===== src/rtl/matrix_input_parser_if.sv =====
// Handshake and result bundle between the UART-side controller and the matrix parser.
`timescale 1ns/1ps
interface matrix_input_parser_if #(
  parameter int MAX_ROWS = 5,
  parameter int MAX_COLS = 5
);
  typedef struct packed {
    logic [7:0]                               rows;
    logic [7:0]                               cols;
    logic                                     is_valid;
    logic [MAX_ROWS-1:0][MAX_COLS-1:0][7:0]   cells;
  } matrix_t;

  logic       start;
  logic       abort;
  logic       rx_valid;
  logic [7:0] rx_data;
  matrix_t    mat_out;
  logic       mat_valid;
  logic       busy;
  logic       err;
  logic [1:0] err_code;

  modport master (
    output start, abort, rx_valid, rx_data,
    input  mat_out, mat_valid, busy, err, err_code
  );

  modport slave (
    input  start, abort, rx_valid, rx_data,
    output mat_out, mat_valid, busy, err, err_code
  );
endinterface


===== src/rtl/matrix_input_parser.sv =====
// Parses "rows cols e0 e1 ..." ASCII tokens into a row-major matrix of signed bytes.
// States: IDLE wait | GET_ROWS/GET_COLS dimensions | GET_ELEMS cells | DONE/ERROR one-cycle pulse.
`timescale 1ns/1ps
module matrix_input_parser #(
  parameter int MAX_ROWS = 5,
  parameter int MAX_COLS = 5,
  parameter int VAL_MIN  = 0,
  parameter int VAL_MAX  = 9
) (
  input logic                  clk,
  input logic                  rst,
  matrix_input_parser_if.slave bus
);
  localparam int RW = (MAX_ROWS > 1) ? $clog2(MAX_ROWS) : 1;
  localparam int CW = (MAX_COLS > 1) ? $clog2(MAX_COLS) : 1;
  localparam logic [9:0]         MAX_R = 10'(MAX_ROWS);
  localparam logic [9:0]         MAX_C = 10'(MAX_COLS);
  localparam logic signed [10:0] VMIN  = 11'(VAL_MIN);
  localparam logic signed [10:0] VMAX  = 11'(VAL_MAX);
  localparam logic [1:0] ERR_DIM   = 2'd1;
  localparam logic [1:0] ERR_CHAR  = 2'd2;
  localparam logic [1:0] ERR_RANGE = 2'd3;

  typedef enum logic [2:0] {IDLE, GET_ROWS, GET_COLS, GET_ELEMS, DONE, ERROR} state_t;

  typedef struct packed {
    logic [7:0]                               rows;
    logic [7:0]                               cols;
    logic                                     is_valid;
    logic [MAX_ROWS-1:0][MAX_COLS-1:0][7:0]   cells;
  } mat_t;

  state_t        state_q, state_d;
  mat_t          mat_q, mat_d;
  logic [9:0]    acc_q, acc_d;
  logic          neg_q, neg_d;
  logic [1:0]    ndig_q, ndig_d;
  logic [RW-1:0] r_q, r_d;
  logic [CW-1:0] c_q, c_d;
  logic          stored_q, stored_d;
  logic [1:0]    err_code_q, err_code_d;

  logic              is_digit, is_delim, is_lf, is_minus, pending;
  logic              last_r, last_c;
  logic [3:0]        digit;
  logic signed [10:0] mag, val;
  logic              raise, finish;
  logic [1:0]        code;

  assign digit    = bus.rx_data[3:0];
  assign is_digit = (bus.rx_data >= 8'h30) && (bus.rx_data <= 8'h39);
  assign is_lf    = (bus.rx_data == 8'h0A);
  assign is_delim = (bus.rx_data == 8'h20) || (bus.rx_data == 8'h0D) || is_lf;
  assign is_minus = (bus.rx_data == 8'h2D);
  assign pending  = neg_q || (ndig_q != 2'd0);
  assign mag      = {1'b0, acc_q};
  assign val      = neg_q ? -mag : mag;
  assign last_r   = (8'(r_q) == mat_q.rows - 8'd1);
  assign last_c   = (8'(c_q) == mat_q.cols - 8'd1);

  always_ff @(posedge clk) begin
    if (rst) begin
      state_q    <= IDLE;
      mat_q      <= '0;
      acc_q      <= '0;
      neg_q      <= 1'b0;
      ndig_q     <= '0;
      r_q        <= '0;
      c_q        <= '0;
      stored_q   <= 1'b0;
      err_code_q <= '0;
    end else begin
      state_q    <= state_d;
      mat_q      <= mat_d;
      acc_q      <= acc_d;
      neg_q      <= neg_d;
      ndig_q     <= ndig_d;
      r_q        <= r_d;
      c_q        <= c_d;
      stored_q   <= stored_d;
      err_code_q <= err_code_d;
    end
  end

  always_comb begin
    state_d    = state_q;
    mat_d      = mat_q;
    acc_d      = acc_q;
    neg_d      = neg_q;
    ndig_d     = ndig_q;
    r_d        = r_q;
    c_d        = c_q;
    stored_d   = stored_q;
    err_code_d = err_code_q;
    raise      = 1'b0;
    finish     = 1'b0;
    code       = ERR_CHAR;

    // start beats abort and drops any byte arriving in the same cycle
    if (bus.start) begin
      state_d    = GET_ROWS;
      mat_d      = '0;
      acc_d      = '0;
      neg_d      = 1'b0;
      ndig_d     = '0;
      r_d        = '0;
      c_d        = '0;
      stored_d   = 1'b0;
      err_code_d = '0;
    end else if (bus.abort) begin
      state_d = IDLE;
      acc_d   = '0;
      neg_d   = 1'b0;
      ndig_d  = '0;
    end else begin
      case (state_q)
        DONE, ERROR: state_d = IDLE;
        GET_ROWS, GET_COLS, GET_ELEMS: begin
          if (bus.rx_valid) begin
            if (is_digit) begin
              if (ndig_q == 2'd3) begin
                raise = 1'b1;
                code  = ERR_RANGE;
              end else begin
                acc_d  = acc_q * 10'd10 + {6'd0, digit};
                ndig_d = ndig_q + 2'd1;
              end
            end else if (is_minus) begin
              if (pending) raise = 1'b1;
              else         neg_d = 1'b1;
            end else if (is_delim) begin
              acc_d  = '0;
              neg_d  = 1'b0;
              ndig_d = '0;
              if (pending) begin
                if (ndig_q == 2'd0) begin
                  raise = 1'b1;
                end else if (state_q == GET_ROWS) begin
                  if (neg_q || acc_q == 10'd0 || acc_q > MAX_R) begin
                    raise = 1'b1;
                    code  = ERR_DIM;
                  end else begin
                    mat_d.rows = acc_q[7:0];
                    state_d    = GET_COLS;
                  end
                end else if (state_q == GET_COLS) begin
                  if (neg_q || acc_q == 10'd0 || acc_q > MAX_C) begin
                    raise = 1'b1;
                    code  = ERR_DIM;
                  end else begin
                    mat_d.cols = acc_q[7:0];
                    state_d    = GET_ELEMS;
                  end
                end else if (val < VMIN || val > VMAX) begin
                  raise = 1'b1;
                  code  = ERR_RANGE;
                end else begin
                  mat_d.cells[r_q][c_q] = val[7:0];
                  stored_d = 1'b1;
                  if ((last_r && last_c) || is_lf) begin
                    finish = 1'b1;
                  end else if (last_c) begin
                    c_d = '0;
                    r_d = r_q + 1'b1;
                  end else begin
                    c_d = c_q + 1'b1;
                  end
                end
              end else if (is_lf && state_q == GET_ELEMS && stored_q) begin
                finish = 1'b1;
              end
            end else begin
              raise = 1'b1;
            end
          end
        end
        default: ;
      endcase

      if (raise) begin
        state_d    = ERROR;
        err_code_d = code;
      end else if (finish) begin
        state_d        = DONE;
        mat_d.is_valid = 1'b1;
      end
    end
  end

  assign bus.mat_out   = mat_q;
  assign bus.mat_valid = (state_q == DONE);
  assign bus.err       = (state_q == ERROR);
  assign bus.busy      = (state_q == GET_ROWS) || (state_q == GET_COLS) || (state_q == GET_ELEMS);
  assign bus.err_code  = err_code_q;
endmodule


===== src/flat_wrapper.sv =====
// flat-port wrapper written by rule: the top's interface ports become plain ports
module matrix_input_parser_flat 
#(
  parameter int MAX_ROWS = 5,
  parameter int MAX_COLS = 5,
  parameter int VAL_MIN  = 0,
  parameter int VAL_MAX  = 9
)
  (clk, rst, bus_start, bus_abort, bus_rx_valid, bus_rx_data, bus_mat_out, bus_mat_valid, bus_busy, bus_err, bus_err_code);
  matrix_input_parser_if #(.MAX_ROWS(MAX_ROWS), .MAX_COLS(MAX_COLS)) bus_i ();
  input logic clk;
  input logic rst;
  input wire logic [$bits(bus_i.start)-1:0] bus_start;
  input wire logic [$bits(bus_i.abort)-1:0] bus_abort;
  input wire logic [$bits(bus_i.rx_valid)-1:0] bus_rx_valid;
  input wire logic [$bits(bus_i.rx_data)-1:0] bus_rx_data;
  output wire logic [$bits(bus_i.mat_out)-1:0] bus_mat_out;
  output wire logic [$bits(bus_i.mat_valid)-1:0] bus_mat_valid;
  output wire logic [$bits(bus_i.busy)-1:0] bus_busy;
  output wire logic [$bits(bus_i.err)-1:0] bus_err;
  output wire logic [$bits(bus_i.err_code)-1:0] bus_err_code;
  assign bus_i.start = bus_start;
  assign bus_i.abort = bus_abort;
  assign bus_i.rx_valid = bus_rx_valid;
  assign bus_i.rx_data = bus_rx_data;
  assign bus_mat_out = bus_i.mat_out;
  assign bus_mat_valid = bus_i.mat_valid;
  assign bus_busy = bus_i.busy;
  assign bus_err = bus_i.err;
  assign bus_err_code = bus_i.err_code;
  matrix_input_parser #(.MAX_ROWS(MAX_ROWS), .MAX_COLS(MAX_COLS), .VAL_MIN(VAL_MIN), .VAL_MAX(VAL_MAX)) u_core (.clk(clk), .rst(rst), .bus(bus_i));
endmodule

===== config.mk =====
export PLATFORM = sky130hd
export DESIGN_NAME = matrix_input_parser_flat
export DESIGN_NICKNAME = d
export VERILOG_FILES = /design/src/rtl/matrix_input_parser_if.sv /design/src/rtl/matrix_input_parser.sv /design/src/flat_wrapper.sv
export SDC_FILE = /design/constraint.sdc
export NUM_CORES = 1
export LEC_CHECK = 0
export BUFFER_PORTS_ARGS = -buffer_cell sky130_fd_sc_hd__buf_2
export CAP_MARGIN = 20
export CORE_MARGIN = 3
export CORE_UTILIZATION = 30
export DETAILED_ROUTE_END_ITERATION = 8
export PLACE_DENSITY_LB_ADDON = 0.1
export SETUP_SLACK_MARGIN = 0.2
export SYNTH_ARGS = -nofsm -noshare
export SYNTH_HDL_FRONTEND = slang
export SYNTH_SLANG_ARGS = --single-unit

===== constraint.sdc =====
create_clock -name clk -period 3.4 [get_ports clk]
set_input_delay 0.51 -clock clk [delete_from_list [all_inputs] [get_ports clk]]
set_output_delay 0.51 -clock clk [all_outputs]
set_load 0.02 [all_outputs]

==> reports/summary.txt <==
Internal Pwr Total: 4620 uW
placed cell count: 1562
Initial Utilization: 0.307
Setup Skew: 0.0149 ns
Clk Latency, worst-skew pair: 0.56 ns
Longest Clk Path Bufs: 3
H-tree lvl count: 1
Clock power frac: 0.504
Synth Instances: 965
CP Capture Type: register
Starting DRT DRC Count: 384
layout cells sized above 1: 0.290
sw power: 1320 uW
Slew @ Worst Pin: 1.14 ns
core area: 30900 um2
initial antenna violation count: 0
CTS Sinks: 242
Flop pwr share: 0.478
area of the multi-input gates: 4450 um2
TritonCTS Buffers: 28
top-level port count: 235
GRT overflow: 0
post-synthesis cell type count: 60
most frequent cells in the layout: 239 x dfxtp_1, 234 x buf_2, 126 x nor2_1
Post-synth EDFFs: 0
Residual DRC: 0
Hold-fix buffers, CTS: 0
leak pwr: 0.00611 uW
setup TNS: 0 ns
pin count of the biggest net entering global routing: 87
Post-synth ARST share: 0
status: finished, final reports clean
Layout area overhead: 28.6%
Sw Share: 0.223
CP Data Required Time: 3.85 ns
Peak VDD IR: 329 uV
yosys warns: 0
commonest non-fill, non-tap cell in the layout: dfxtp_1
prevailing post-synth register cell: dfxtp_1
final hold viol count: 0
clk root buf: clkbuf_16
post-DR vias/cell: 4.70
slew margin rel.: 0.242
RSZ-0062 raised after global routing: yes
Final Cell Area: 12200 um2
ant diodes: 0
post-route ant nets: 0
# fillers: 3141
Register Area: 4850 um2
hold crit path type: in2reg
DR vias: 7600
final WL: 29400 um
wire per inst: 18.2 um
WHS: 0.194 ns
Syn Area/Cell: 9.85 um2
global-route wire length before repair: 45500 um
Net Count, Synth: 1003
Seq/Total Area, Yosys: 0.510
Worst Setup Start Kind: register
final max-slew violation count: 0
TritonRoute pass-1 iters: 4
placed cell area: 11200 um2
Mapped Area: 9500 um2
Nets: 1237
Die Area: 33800 um2
RD Place Congestion: 0.817
die width: 184 um
Tcrit/Tclk final: 0.876
FP Rows: 64
max cap viols: 0
WP data arrival: 3.42 ns
Clock Pin Slew Worst Setup and Hold Paths: 0.06 ns
Finished Layout Cells: 1616
number of global-route vias before repair: 7530
synthesized flop and latch total: 242
Setup-failing EPs final: 0
CP Max Fanout: 10
worst setup path class: reg2reg
CTS tree: yes
hpwl dp: 20500 um
chip height: 184 um
post-layout min period: 2.98 ns
pwr dens: 486 nW/um2
combinational power share: 0.018
GRT Overall Usage: 0.169
Fmax achieved: 336 MHz
IO Port Bufs: 234
==> timing repair <==
item	4_1_cts	5_1_grt
setup endpoints to repair	57	149
setup buffers	0	3
pin swaps	0	3
gates resized for setup	2	17
==> power by group through the flow <==
| stage | Clock [uW] | Sequential, uW | Combinational, uW |
|---|---|---|---|
| 6_report | 3000 | 2840 | 105 |
| 5_1_grt | 3220 | 2840 | 119 |
| 4_1_cts | 3100 | 2840 | 107 |
| 3_5_place_dp | 0 | 2900 | 107 |
| 3_3_place_gp | 0 | 2900 | 108 |
| 2_1_floorplan | 0 | 2900 | 64.8 |
==> routing by layer <==
metal,track usage,wire length (um)
met2,0.259,12700
met4,0.0408,575
met1,0.231,13700
met5,0,0
met3,0.0556,2390
==> path summary, 6_finish.rpt <==
check	startpoint	to	slack [ns]	cells past startpoint
min	rst	u_core.state_q[0]	0.19	2
max	u_core.acc_q[0]	u_core.bus.err_code[1]	0.42	10
max reg2reg	u_core.acc_q[0]	u_core.bus.err_code[1]	0.42	10
min reg2reg	u_core.bus.mat_out[136]	u_core.bus.mat_out[136]	0.45	2
==> flip-flops by register name (all words and copies together) (netlist names) <==
name                 cells
u_core.acc_q            10
u_core.bus.err_code      2
u_core.bus.mat_out     217
u_core.c_q               3
u_core.ndig_q            2
u_core.neg_q             1
u_core.r_q               3
u_core.state_q           3
u_core.stored_q          1
==> final cells by class <==
class,count,area share
clock inverter,13,0.0108
sequential,242,0.397
tap,396,0.0406
clock buffer,38,0.0662
multi-input combinational,644,0.365
timing repair buffer,263,0.115
inverter,20,0.00615
==> worst max-delay path: stages, from the launching register on <==
cell and delay, ns:
dfxtp_4 0.40, inv_1 0.10, ha_1 0.25, nor2b_1 0.25
a21oi_1 0.13, nor4_4 0.49, o31a_1 0.27, o21ai_0 0.18
a2111oi_4 0.47, nor2_1 0.08, a311oi_1 0.26
==> through the flow <==
| step | total power, uW | util | worst slack, ns |
|---|---|---|---|
| global route | 6170 | 0.395 | 0.176 |
| global placement | 3010 | 0.362 | 0.0597 |
| CTS | 6040 | 0.392 | 0.224 |
| floorplan | 2970 | - | 0.252 |
| finish | 5940 | 0.395 | 0.423 |
| detailed placement | 3010 | 0.362 | -0.0106 |
==> kinds of logic after synthesis <==
kind of cell,count (synthesis),share of synthesized area
and+or+nand+nor,415,0.243
muxes,94,0.0990
adders and majority gates,25,0.0345
DFF,242,0.510
AOI/OAI and AO/OA,85,0.0573
buffers and inverters,79,0.0328
xor gates and xnor gates,25,0.0230
==> cells in the mapped netlist, types with 4 or more instances <==
cell / n / share of area
nor2_1: 127 / 0.050
and3_1: 88 / 0.058
nand3b_1: 4 / 0.0032
a21o_1: 5 / 0.0040
and2_1: 27 / 0.018
inv_1: 20 / 0.0079
o31a_1: 5 / 0.0046
dfxtp_1: 242 / 0.51
xor2_1: 7 / 0.0065
nor3b_1: 8 / 0.0063
o21ai_0: 10 / 0.0053
buf_2: 9 / 0.0047
nand3_1: 31 / 0.016
a21oi_1: 39 / 0.021
nor4bb_1: 4 / 0.0042
clkbuf_1: 49 / 0.019
nor2b_1: 11 / 0.0072
nand4_1: 4 / 0.0026
ha_1: 23 / 0.030
xnor2_1: 18 / 0.017
nand2_4: 5 / 0.0059
nor3_1: 17 / 0.0090
mux2i_1: 94 / 0.099
nand2_1: 53 / 0.021
a31oi_1: 4 / 0.0026
nor4_1: 5 / 0.0033
a211oi_1: 5 / 0.0040
(Power assumes the default switching activity.)
